==> config.mk <==
export PLATFORM = sky130hd
export DESIGN_NAME = weight_update_writer
export DESIGN_NICKNAME = d
export VERILOG_FILES = /design/src/rtl/wupd_pkg.sv /design/src/rtl/weight_update_writer_mul.sv /design/src/rtl/weight_update_writer.sv
export SDC_FILE = /design/constraint.sdc
export NUM_CORES = 2
export LEC_CHECK = 0
export ABC_AREA = 1
export BUFFER_PORTS_ARGS = -buffer_cell sky130_fd_sc_hd__buf_2
export CAP_MARGIN = 25
export CORE_MARGIN = 5
export CORE_UTILIZATION = 58
export DETAILED_ROUTE_END_ITERATION = 7
export PLACE_DENSITY_LB_ADDON = 0.3
export SETUP_SLACK_MARGIN = 0.05
export SLEW_MARGIN = 30
export SYNTH_ARGS = -nofsm -noshare
export SYNTH_HDL_FRONTEND = slang
export SYNTH_HIERARCHICAL = 1
export SYNTH_SLANG_ARGS = --single-unit
==> constraint.sdc <==
create_clock -name clk -period 1.9 [get_ports clk]
set_input_delay 0.38 -clock clk [delete_from_list [all_inputs] [get_ports clk]]
set_output_delay 0.38 -clock clk [all_outputs]
set_load 0.01 [all_outputs]
==> src/rtl/wupd_pkg.sv <==
// Shared definitions for the weight update writer.
// Holds the control FSM state type and the default fixed-point constants
// (Q8.24 on a 32-bit word) used by the SGD update datapath.
package wupd_pkg;

  localparam int unsigned DWIDTH_DEF = 32;
  localparam int unsigned FRAC_DEF   = 24;
  localparam int unsigned PROD_W     = 2 * DWIDTH_DEF;

  localparam logic [DWIDTH_DEF-1:0] ONE  = DWIDTH_DEF'(1) << FRAC_DEF;
  localparam logic [DWIDTH_DEF-1:0] SMAX = {1'b0, {(DWIDTH_DEF-1){1'b1}}};
  localparam logic [DWIDTH_DEF-1:0] SMIN = {1'b1, {(DWIDTH_DEF-1){1'b0}}};

  typedef enum logic [1:0] {
    RUN   = 2'd0,
    DRAIN = 2'd1,
    DONE  = 2'd2
  } wupd_state_e;

endpackage

==> src/rtl/weight_update_writer_mul.sv <==
// fx_mul_shift: registered signed fixed-point multiply.
// result = (a * b) >>> FRAC, computed at full 2*WIDTH precision and
// narrowed back to WIDTH bits. One cycle of latency; out_valid tracks
// in_valid.
// Ports:
//   clk, rst        clock, asynchronous active-low reset
//   in_valid        operands valid this cycle
//   a, b            signed operands
//   out_valid       result valid
//   result          registered scaled product
module fx_mul_shift #(
  parameter int unsigned WIDTH = 32,
  parameter int unsigned FRAC  = 24
) (
  input  logic             clk,
  input  logic             rst,
  input  logic             in_valid,
  input  logic [WIDTH-1:0] a,
  input  logic [WIDTH-1:0] b,
  output logic             out_valid,
  output logic [WIDTH-1:0] result
);

  localparam int unsigned ProdW = 2 * WIDTH;

  logic signed [ProdW-1:0] a_ext;
  logic signed [ProdW-1:0] b_ext;
  logic signed [ProdW-1:0] prod_full;
  logic signed [ProdW-1:0] prod_shift;
  logic                    unused_prod_hi;

  always_comb begin
    a_ext      = {{WIDTH{a[WIDTH-1]}}, a};
    b_ext      = {{WIDTH{b[WIDTH-1]}}, b};
    prod_full  = a_ext * b_ext;
    prod_shift = prod_full >>> FRAC;
  end

  // Bits above the narrowed result are intentionally dropped (wrap).
  assign unused_prod_hi = ^prod_shift[ProdW-1:WIDTH];

  always_ff @(posedge clk or negedge rst) begin
    if (!rst) begin
      out_valid <= 1'b0;
      result    <= '0;
    end else begin
      out_valid <= in_valid;
      if (in_valid) begin
        result <= prod_shift[WIDTH-1:0];
      end
    end
  end

endmodule

==> src/rtl/weight_update_writer.sv <==
// weight_update_writer: fixed-point SGD update stage feeding writemem.
// new_w = w - ((lr * g) >>> FRAC). Results are paired into one dual-port
// write strobe; flush drains the pipeline and emits an odd leftover result
// as a duplicate write to the same address.
// Build option: define WUPD_SAT_EN to saturate the subtraction and expose
// sat_flag; otherwise the result wraps and sat_flag is absent.
// Ports:
//   clk, rst                    clock, asynchronous active-low reset
//   lr                          signed learning rate, sampled on accept
//   in_valid/in_ready           input triple handshake
//   in_addr/in_weight/in_grad   address, old weight, gradient
//   flush/done                  drain request, completion pulse
//   enable                      one-cycle write strobe to writemem
//   addr1/data1, addr2/data2    write pair (held between strobes)
//   sat_flag                    clamp indicator (WUPD_SAT_EN only)
module weight_update_writer
  import wupd_pkg::*;
#(
  parameter int unsigned DWIDTH = DWIDTH_DEF,
  parameter int unsigned FRAC   = FRAC_DEF
) (
  input  logic              clk,
  input  logic              rst,
  input  logic [DWIDTH-1:0] lr,
  input  logic              in_valid,
  output logic              in_ready,
  input  logic [DWIDTH-1:0] in_addr,
  input  logic [DWIDTH-1:0] in_weight,
  input  logic [DWIDTH-1:0] in_grad,
  input  logic              flush,
  output logic              done,
  output logic              enable,
  output logic [DWIDTH-1:0] addr1,
  output logic [DWIDTH-1:0] data1,
  output logic [DWIDTH-1:0] addr2,
  output logic [DWIDTH-1:0] data2
`ifdef WUPD_SAT_EN
  ,
  output logic              sat_flag
`endif
);

  logic accept;
  assign accept = in_valid && in_ready;

  // Stage 1: scaled product, with address and weight carried alongside.
  logic              s1_valid;
  logic [DWIDTH-1:0] s1_prod;
  logic [DWIDTH-1:0] s1_addr_q;
  logic [DWIDTH-1:0] s1_weight_q;

  fx_mul_shift #(
    .WIDTH(DWIDTH),
    .FRAC (FRAC)
  ) u_mul (
    .clk      (clk),
    .rst      (rst),
    .in_valid (accept),
    .a        (lr),
    .b        (in_grad),
    .out_valid(s1_valid),
    .result   (s1_prod)
  );

  always_ff @(posedge clk or negedge rst) begin
    if (!rst) begin
      s1_addr_q   <= '0;
      s1_weight_q <= '0;
    end else if (accept) begin
      s1_addr_q   <= in_addr;
      s1_weight_q <= in_weight;
    end
  end

  // Stage 2: subtraction one bit wider than the data so overflow is visible.
  logic [DWIDTH:0]   diff_wide;
  logic [DWIDTH-1:0] diff_narrow;

`ifdef WUPD_SAT_EN
  localparam logic [DWIDTH-1:0] SatMax = {1'b0, {(DWIDTH-1){1'b1}}};
  localparam logic [DWIDTH-1:0] SatMin = {1'b1, {(DWIDTH-1){1'b0}}};
  logic ovf;
  always_comb begin
    diff_wide   = {s1_weight_q[DWIDTH-1], s1_weight_q} - {s1_prod[DWIDTH-1], s1_prod};
    ovf         = diff_wide[DWIDTH] ^ diff_wide[DWIDTH-1];
    diff_narrow = ovf ? (diff_wide[DWIDTH] ? SatMin : SatMax) : diff_wide[DWIDTH-1:0];
  end
`else
  logic unused_diff_msb;
  always_comb begin
    diff_wide   = {s1_weight_q[DWIDTH-1], s1_weight_q} - {s1_prod[DWIDTH-1], s1_prod};
    diff_narrow = diff_wide[DWIDTH-1:0];
  end
  assign unused_diff_msb = diff_wide[DWIDTH];
`endif

  logic              s2_valid_q;
  logic [DWIDTH-1:0] s2_addr_q;
  logic [DWIDTH-1:0] s2_data_q;

  always_ff @(posedge clk or negedge rst) begin
    if (!rst) begin
      s2_valid_q <= 1'b0;
      s2_addr_q  <= '0;
      s2_data_q  <= '0;
    end else begin
      s2_valid_q <= s1_valid;
      if (s1_valid) begin
        s2_addr_q <= s1_addr_q;
        s2_data_q <= diff_narrow;
      end
    end
  end

`ifdef WUPD_SAT_EN
  logic sat_q;
  always_ff @(posedge clk or negedge rst) begin
    if (!rst) begin
      sat_q <= 1'b0;
    end else begin
      sat_q <= s1_valid && ovf;
    end
  end
  assign sat_flag = sat_q;
`endif

  // Pair slot, write outputs and control FSM.
  wupd_state_e       state_q, state_d;
  logic              slot_full_q, slot_full_d;
  logic [DWIDTH-1:0] slot_addr_q, slot_addr_d;
  logic [DWIDTH-1:0] slot_data_q, slot_data_d;
  logic              enable_q, enable_d;
  logic [DWIDTH-1:0] addr1_q, addr1_d, data1_q, data1_d;
  logic [DWIDTH-1:0] addr2_q, addr2_d, data2_q, data2_d;
  logic              in_ready_q, done_q;

  always_comb begin
    state_d     = state_q;
    slot_full_d = slot_full_q;
    slot_addr_d = slot_addr_q;
    slot_data_d = slot_data_q;
    enable_d    = 1'b0;
    addr1_d     = addr1_q;
    data1_d     = data1_q;
    addr2_d     = addr2_q;
    data2_d     = data2_q;

    if (s2_valid_q) begin
      if (!slot_full_q) begin
        slot_full_d = 1'b1;
        slot_addr_d = s2_addr_q;
        slot_data_d = s2_data_q;
      end else begin
        enable_d    = 1'b1;
        addr1_d     = slot_addr_q;
        data1_d     = slot_data_q;
        addr2_d     = s2_addr_q;
        data2_d     = s2_data_q;
        slot_full_d = 1'b0;
      end
    end

    unique case (state_q)
      RUN: begin
        if (flush) begin
          state_d = DRAIN;
        end
      end
      DRAIN: begin
        // With both stages empty no pairing can happen, so the slot is free
        // to be emitted as a duplicate write to the same address.
        if (!s1_valid && !s2_valid_q) begin
          if (slot_full_q) begin
            enable_d    = 1'b1;
            addr1_d     = slot_addr_q;
            data1_d     = slot_data_q;
            addr2_d     = slot_addr_q;
            data2_d     = slot_data_q;
            slot_full_d = 1'b0;
          end
          state_d = DONE;
        end
      end
      DONE: begin
        state_d = RUN;
      end
      default: begin
        state_d = RUN;
      end
    endcase
  end

  always_ff @(posedge clk or negedge rst) begin
    if (!rst) begin
      state_q     <= RUN;
      slot_full_q <= 1'b0;
      slot_addr_q <= '0;
      slot_data_q <= '0;
      enable_q    <= 1'b0;
      addr1_q     <= '0;
      data1_q     <= '0;
      addr2_q     <= '0;
      data2_q     <= '0;
      in_ready_q  <= 1'b0;
      done_q      <= 1'b0;
    end else begin
      state_q     <= state_d;
      slot_full_q <= slot_full_d;
      slot_addr_q <= slot_addr_d;
      slot_data_q <= slot_data_d;
      enable_q    <= enable_d;
      addr1_q     <= addr1_d;
      data1_q     <= data1_d;
      addr2_q     <= addr2_d;
      data2_q     <= data2_d;
      in_ready_q  <= (state_d == RUN);
      done_q      <= (state_d == DONE);
    end
  end

  assign in_ready = in_ready_q;
  assign done     = done_q;
  assign enable   = enable_q;
  assign addr1    = addr1_q;
  assign data1    = data1_q;
  assign addr2    = addr2_q;
  assign data2    = data2_q;

endmodule

## Word-level counts from Yosys, hierarchy flattened

Cells that the tools add are included.

| word-level totals | value |
|---|---|
| ROM bits | 0 |
| output and inout port bits | 131 |
| bits in latches | 0 |
| register bits after elaboration | 360 |
| memories | 0 |
| RAM bits | 0 |

| cells by class | value |
|---|---|
| div/mod/pow operators | 0 |
| equality and inequality tests | 2 |
| mux-type cells | 33 |
| shifts and indexed selects | 0 |
| bitwise operators | 1 |
| order comparisons | 0 |
| $mul | 1 |
| $add $sub $neg | 1 |
| reduce and logical (&&, ||, !) cells | 7 |

Operators by type and width:

| cell | number |
|---|---|
| $mux W32 | 20 |
| $mul A32 B32 Y56 | 1 |
| $sub A32 B32 Y32 | 1 |
| $mux W1 | 10 |
| $logic_not A2 Y1 | 2 |
| $mux W2 | 2 |
| $pmux W2 S2 | 1 |
| $eq A2 B1 Y1 const B | 1 |
| $eq A2 B2 Y1 const B | 1 |
| $logic_and A1 B1 Y1 | 2 |
| $logic_not A1 Y1 | 2 |
| $reduce_and A2 Y1 | 1 |
| $not A1 Y1 | 1 |

## Longest topological paths before layout

| depth | value |
|---|---|
| depth in word-level cells | 5 |
| depth in mapped cells | 34 |

## Hierarchy

The synthesis kept the hierarchy.

By module, submodules not included:

| module | area each (sq um) | cells each | sequential area each (sq um) | times used |
|---|---|---|---|---|
| fx_mul_shift | 36019.5 | 4590 | 825.8 | 1 |
| weight_update_writer | 15140.8 | 1892 | 8182.8 | 1 |

## Least setup slack after synthesis

OpenSTA, ideal clock, no wires.

| timing path | value |
|---|---|
| kind | input port to flip-flop |
| start | in lr[31] |
| end | reg u_mul.result[27] |
| setup slack | -4.983 ns |
| path buffers | 2 |
| cell stages on the path | 26 |
| arrival | 6.766 ns |
| cell sequence | clkbuf_1 -> clkbuf_1 -> nand2_1 -> inv_1 -> fa_1 -> fa_1 -> fa_1 -> fa_1 -> inv_1 -> fa_1 -> fa_1 -> fa_1 -> fa_1 -> inv_1 -> ha_1 -> nand2_1 -> nor2_1 -> inv_1 -> nor2_1 -> nand2_1 -> nor3_1 -> nand2_1 -> nand2_1 -> nand2_1 -> nand3_1 -> nand2_1 |

| between the ends | value |
|---|---|
| cells in the longest elaborated chain, start to end | 1 |

RTL lines:

| item | line | RTL |
|---|---|---|
| start: declaration | weight_update_writer.sv:24 | `input logic [DWIDTH-1:0] lr,` |
| $mul A32 B32 Y56 | weight_update_writer_mul.sv:35 | `prod_full = a_ext * b_ext;` |
| end signal: assignment | weight_update_writer_mul.sv:49 | `result <= prod_shift[WIDTH-1:0];` |
| end: declaration | weight_update_writer_mul.sv:21 | `output logic [WIDTH-1:0] result` |

Every way passes these cells.
A chain may end at the register's enable or synchronous reset.

## Worst setup path after layout

| timing path | value |
|---|---|
| start | in lr[16] |
| end | reg u_mul.result[9] |

Same word-level chain as after synthesis.

==> metrics <==
Vias between 40k and 50k; vias in the first global route 47.8k; Yosys reg bits 360; Routed Antenna Nets 0; Crit Path Class in2reg; largest net degree at the start of global routing 101; CTS tree built; root buffer cell clkbuf_16; area share of the largest cell type after synthesis 38.5%; CTS H-tree depth 2; FF+latch area 9020 µm²; total track usage 33.3%; commonest non-fill, non-tap cell in the layout nand2_1; initial antenna violation count 4; pre-CTS setup slack -5190 ps; count of cell types in the netlist 46; WL/cell approximately 19 µm; grt met3 use 5.02%; Critical Path RT 2330 ps; hpwl dp 119,000 µm; Worst Hold Class in2reg; relative slew slack 48.1%; filler cell count 6,051; nets 8,457; kind of start point of the critical path input port; Final Setup Violations 41; CP max stage cell fa_2; Peak Freq 0.159 GHz; max_cap viols 0; cell mode on critical path fa_1; RePlAce Congestion 0.947; register area share after synthesis 17.6%; row cnt 109; Synth Net Count 7,801; drt total wl 159,000 µm; cell area after layout 64,600 µm²; syn_area_per_cell 7.89 µm²; met1 usage 42.1%; Critical Path Max Stage Delay approximately 580 ps; Yosys warning total 6; DR vias/cell ~5.4; Max Root-Sink Buffers 3; Multi-input gate area 38,000 µm²; worst slew pin tran 778 ps; asr flop ratio synth 100%; post-synth top area cell fa_1; 1st-pass router iterations 8; commonest non-fill, non-tap cells in the layout nand2_1 (1,755), inv_1 (1,577), fa_1 (872); first-pass GRT wire length 250,000 µm; post-route minimum period 6300 ps; die footprint 94,200 µm²; Largest delay share family, worst path adder cells; status finished, violations left; clk slew on worst S/H paths around 70 ps; Most Crowded Layer GR met2; Initial Util 58.2%; synth top area cells fa_1 (38%), dfrtp_1 (18%), nand2_1 (14%); Clock Sinks 360; Die Width 307 µm; # DRC 0; Die H 307 µm; global routing met2 resource utilization 56.7%; share of cells above drive strength 1 24.7%; Area Growth Syn to Fin 26.3%; Synth Instances between 6k and 7k; failing checks negative setup slack; Slew Viols, Final 0; # port buffers 262; count of final hold-check violations 0; DP Area between 50,000 and 60,000 µm²; TritonCTS buffer count 36; final worst slack -4400 ps; RSZ-0062 raised after global routing true; DRT iter0 DRCs 4,436; number of synthesized flops with an enable pin 0; critical path arrival 6730 ps; WP buf/inv 8; Setup crit end kind flop; Cell Area, Synth 51,200 µm²; core box area between 80,000 and 90,000 µm²; I/O pins 263; Crit Path Max Fanout 8; fin crit share 331%; skew final 17.2 ps; GRT overflow 0; Worst-Skew Late Latency 550 ps; Synth Flop Type dfrtp_1
[logic make-up (layout without fill, tap and decap cells)]
family                   after synthesis  in the layout  synth area share (%)
other                                  0              4                     0
adder cells (fa/ha/maj)             1187           1187                  43.5
XOR/XNOR                              30             30                 0.514
multiplexers                           4              4                0.0856
AO/OA/AOI/OAI                        448            448                  4.61
buffers and inverters               2019           2700                  15.1
flip-flops                           360            360                  17.6
AND/OR/NAND/NOR                     2434           2434                  18.7
[area by class of cell]
class	count	area share, %
multi-input combinational	4103	58.7
inverter	1736	10.1
clock inverter	15	0.286
timing repair buffer	901	13.1
sequential	360	13.9
tap	1165	2.26
clock buffer	48	1.57
antenna	4	0.0155
[registers in the layout, indices dropped and copies added, names as in the netlist, 2 cells and up]
name          flops
addr1            32
addr2            32
data1            32
data2            32
s1_addr_q        32
s1_weight_q      32
s2_addr_q        32
s2_data_q        32
slot_addr_q      32
slot_data_q      32
state_q           2
u_mul/result     32
[per-layer routing]
layer	wire (µm)	up-vias
li1	-	19798
met1	57800	22152
met2	78500	2300
met3	12600	650
met4	10200	0
met5	0	-
[worst register-to-register path: stages (launching register included)]
cell and delay [ps]:
dfrtp_1 390, inv_2 80, ha_4 220, buf_6 120
nand2_2 50, nand2_2 60, buf_4 130, nand2_1 60
nand2_1 60, nand2_1 80, nand3_2 130, buf_4 170
xnor2_2 190, o21ai_2 100
[synth_stat cells, types with 13 or more instances]
cell,count
a21oi_1,154
a31oi_1,28
buf_1,13
clkbuf_1,229
nand2_1,1942
buf_2,25
nor2_1,270
nand3_1,149
fa_1,983
dfrtp_1,360
ha_1,204
xnor2_1,23
o21ai_0,220
inv_1,1721
o21ai_1,16
[worst paths after layout]
kind                                    to       startpoint  slack, ps  depth (start not counted)
max                        u_mul/result[9]           lr[16]      -4400                         27
min                           s1_addr_q[5]       in_addr[5]         30                          3
max reg2reg                   s2_data_q[9]  u_mul/result[2]        -70                         13
min reg2reg                 slot_addr_q[1]     s2_addr_q[1]        480                          2
max in group asynchronous   slot_data_q[1]              rst        810                          3
min in group asynchronous         addr2[5]              rst        320                          2
[through the flow]
| stage | std cells | TNS [ps] | hold slack, ps | utilization (%) |
|---|---|---|---|---|
| 5_1_grt | 8332 | -142530 | 21.7 | 73.5 |
| 3_5_place_dp | 8151 | -163860 | 298 | 66.4 |
| 4_1_cts | 8277 | -132040 | 16.3 | 71.6 |
| 3_3_place_gp | 8151 | -161340 | 298 | 66.4 |
| 2_1_floorplan | 6482 | -134320 | 84.4 | - |
| 6_report | 8332 | -136850 | 27.7 | 73.5 |
[repair_timing]
action                     in CTS  in global routing
hold buffers                    1                  0
setup endpoints to repair      63                 63
resized for setup             717                380
setup buffers                  46                 52
pin swaps                     321                343
hold endpoints to repair       36                  0
cloned                         16                  4
Power is not shown: default switching activity piles up to over one toggle a cycle in this logic, so the estimate is an artifact.
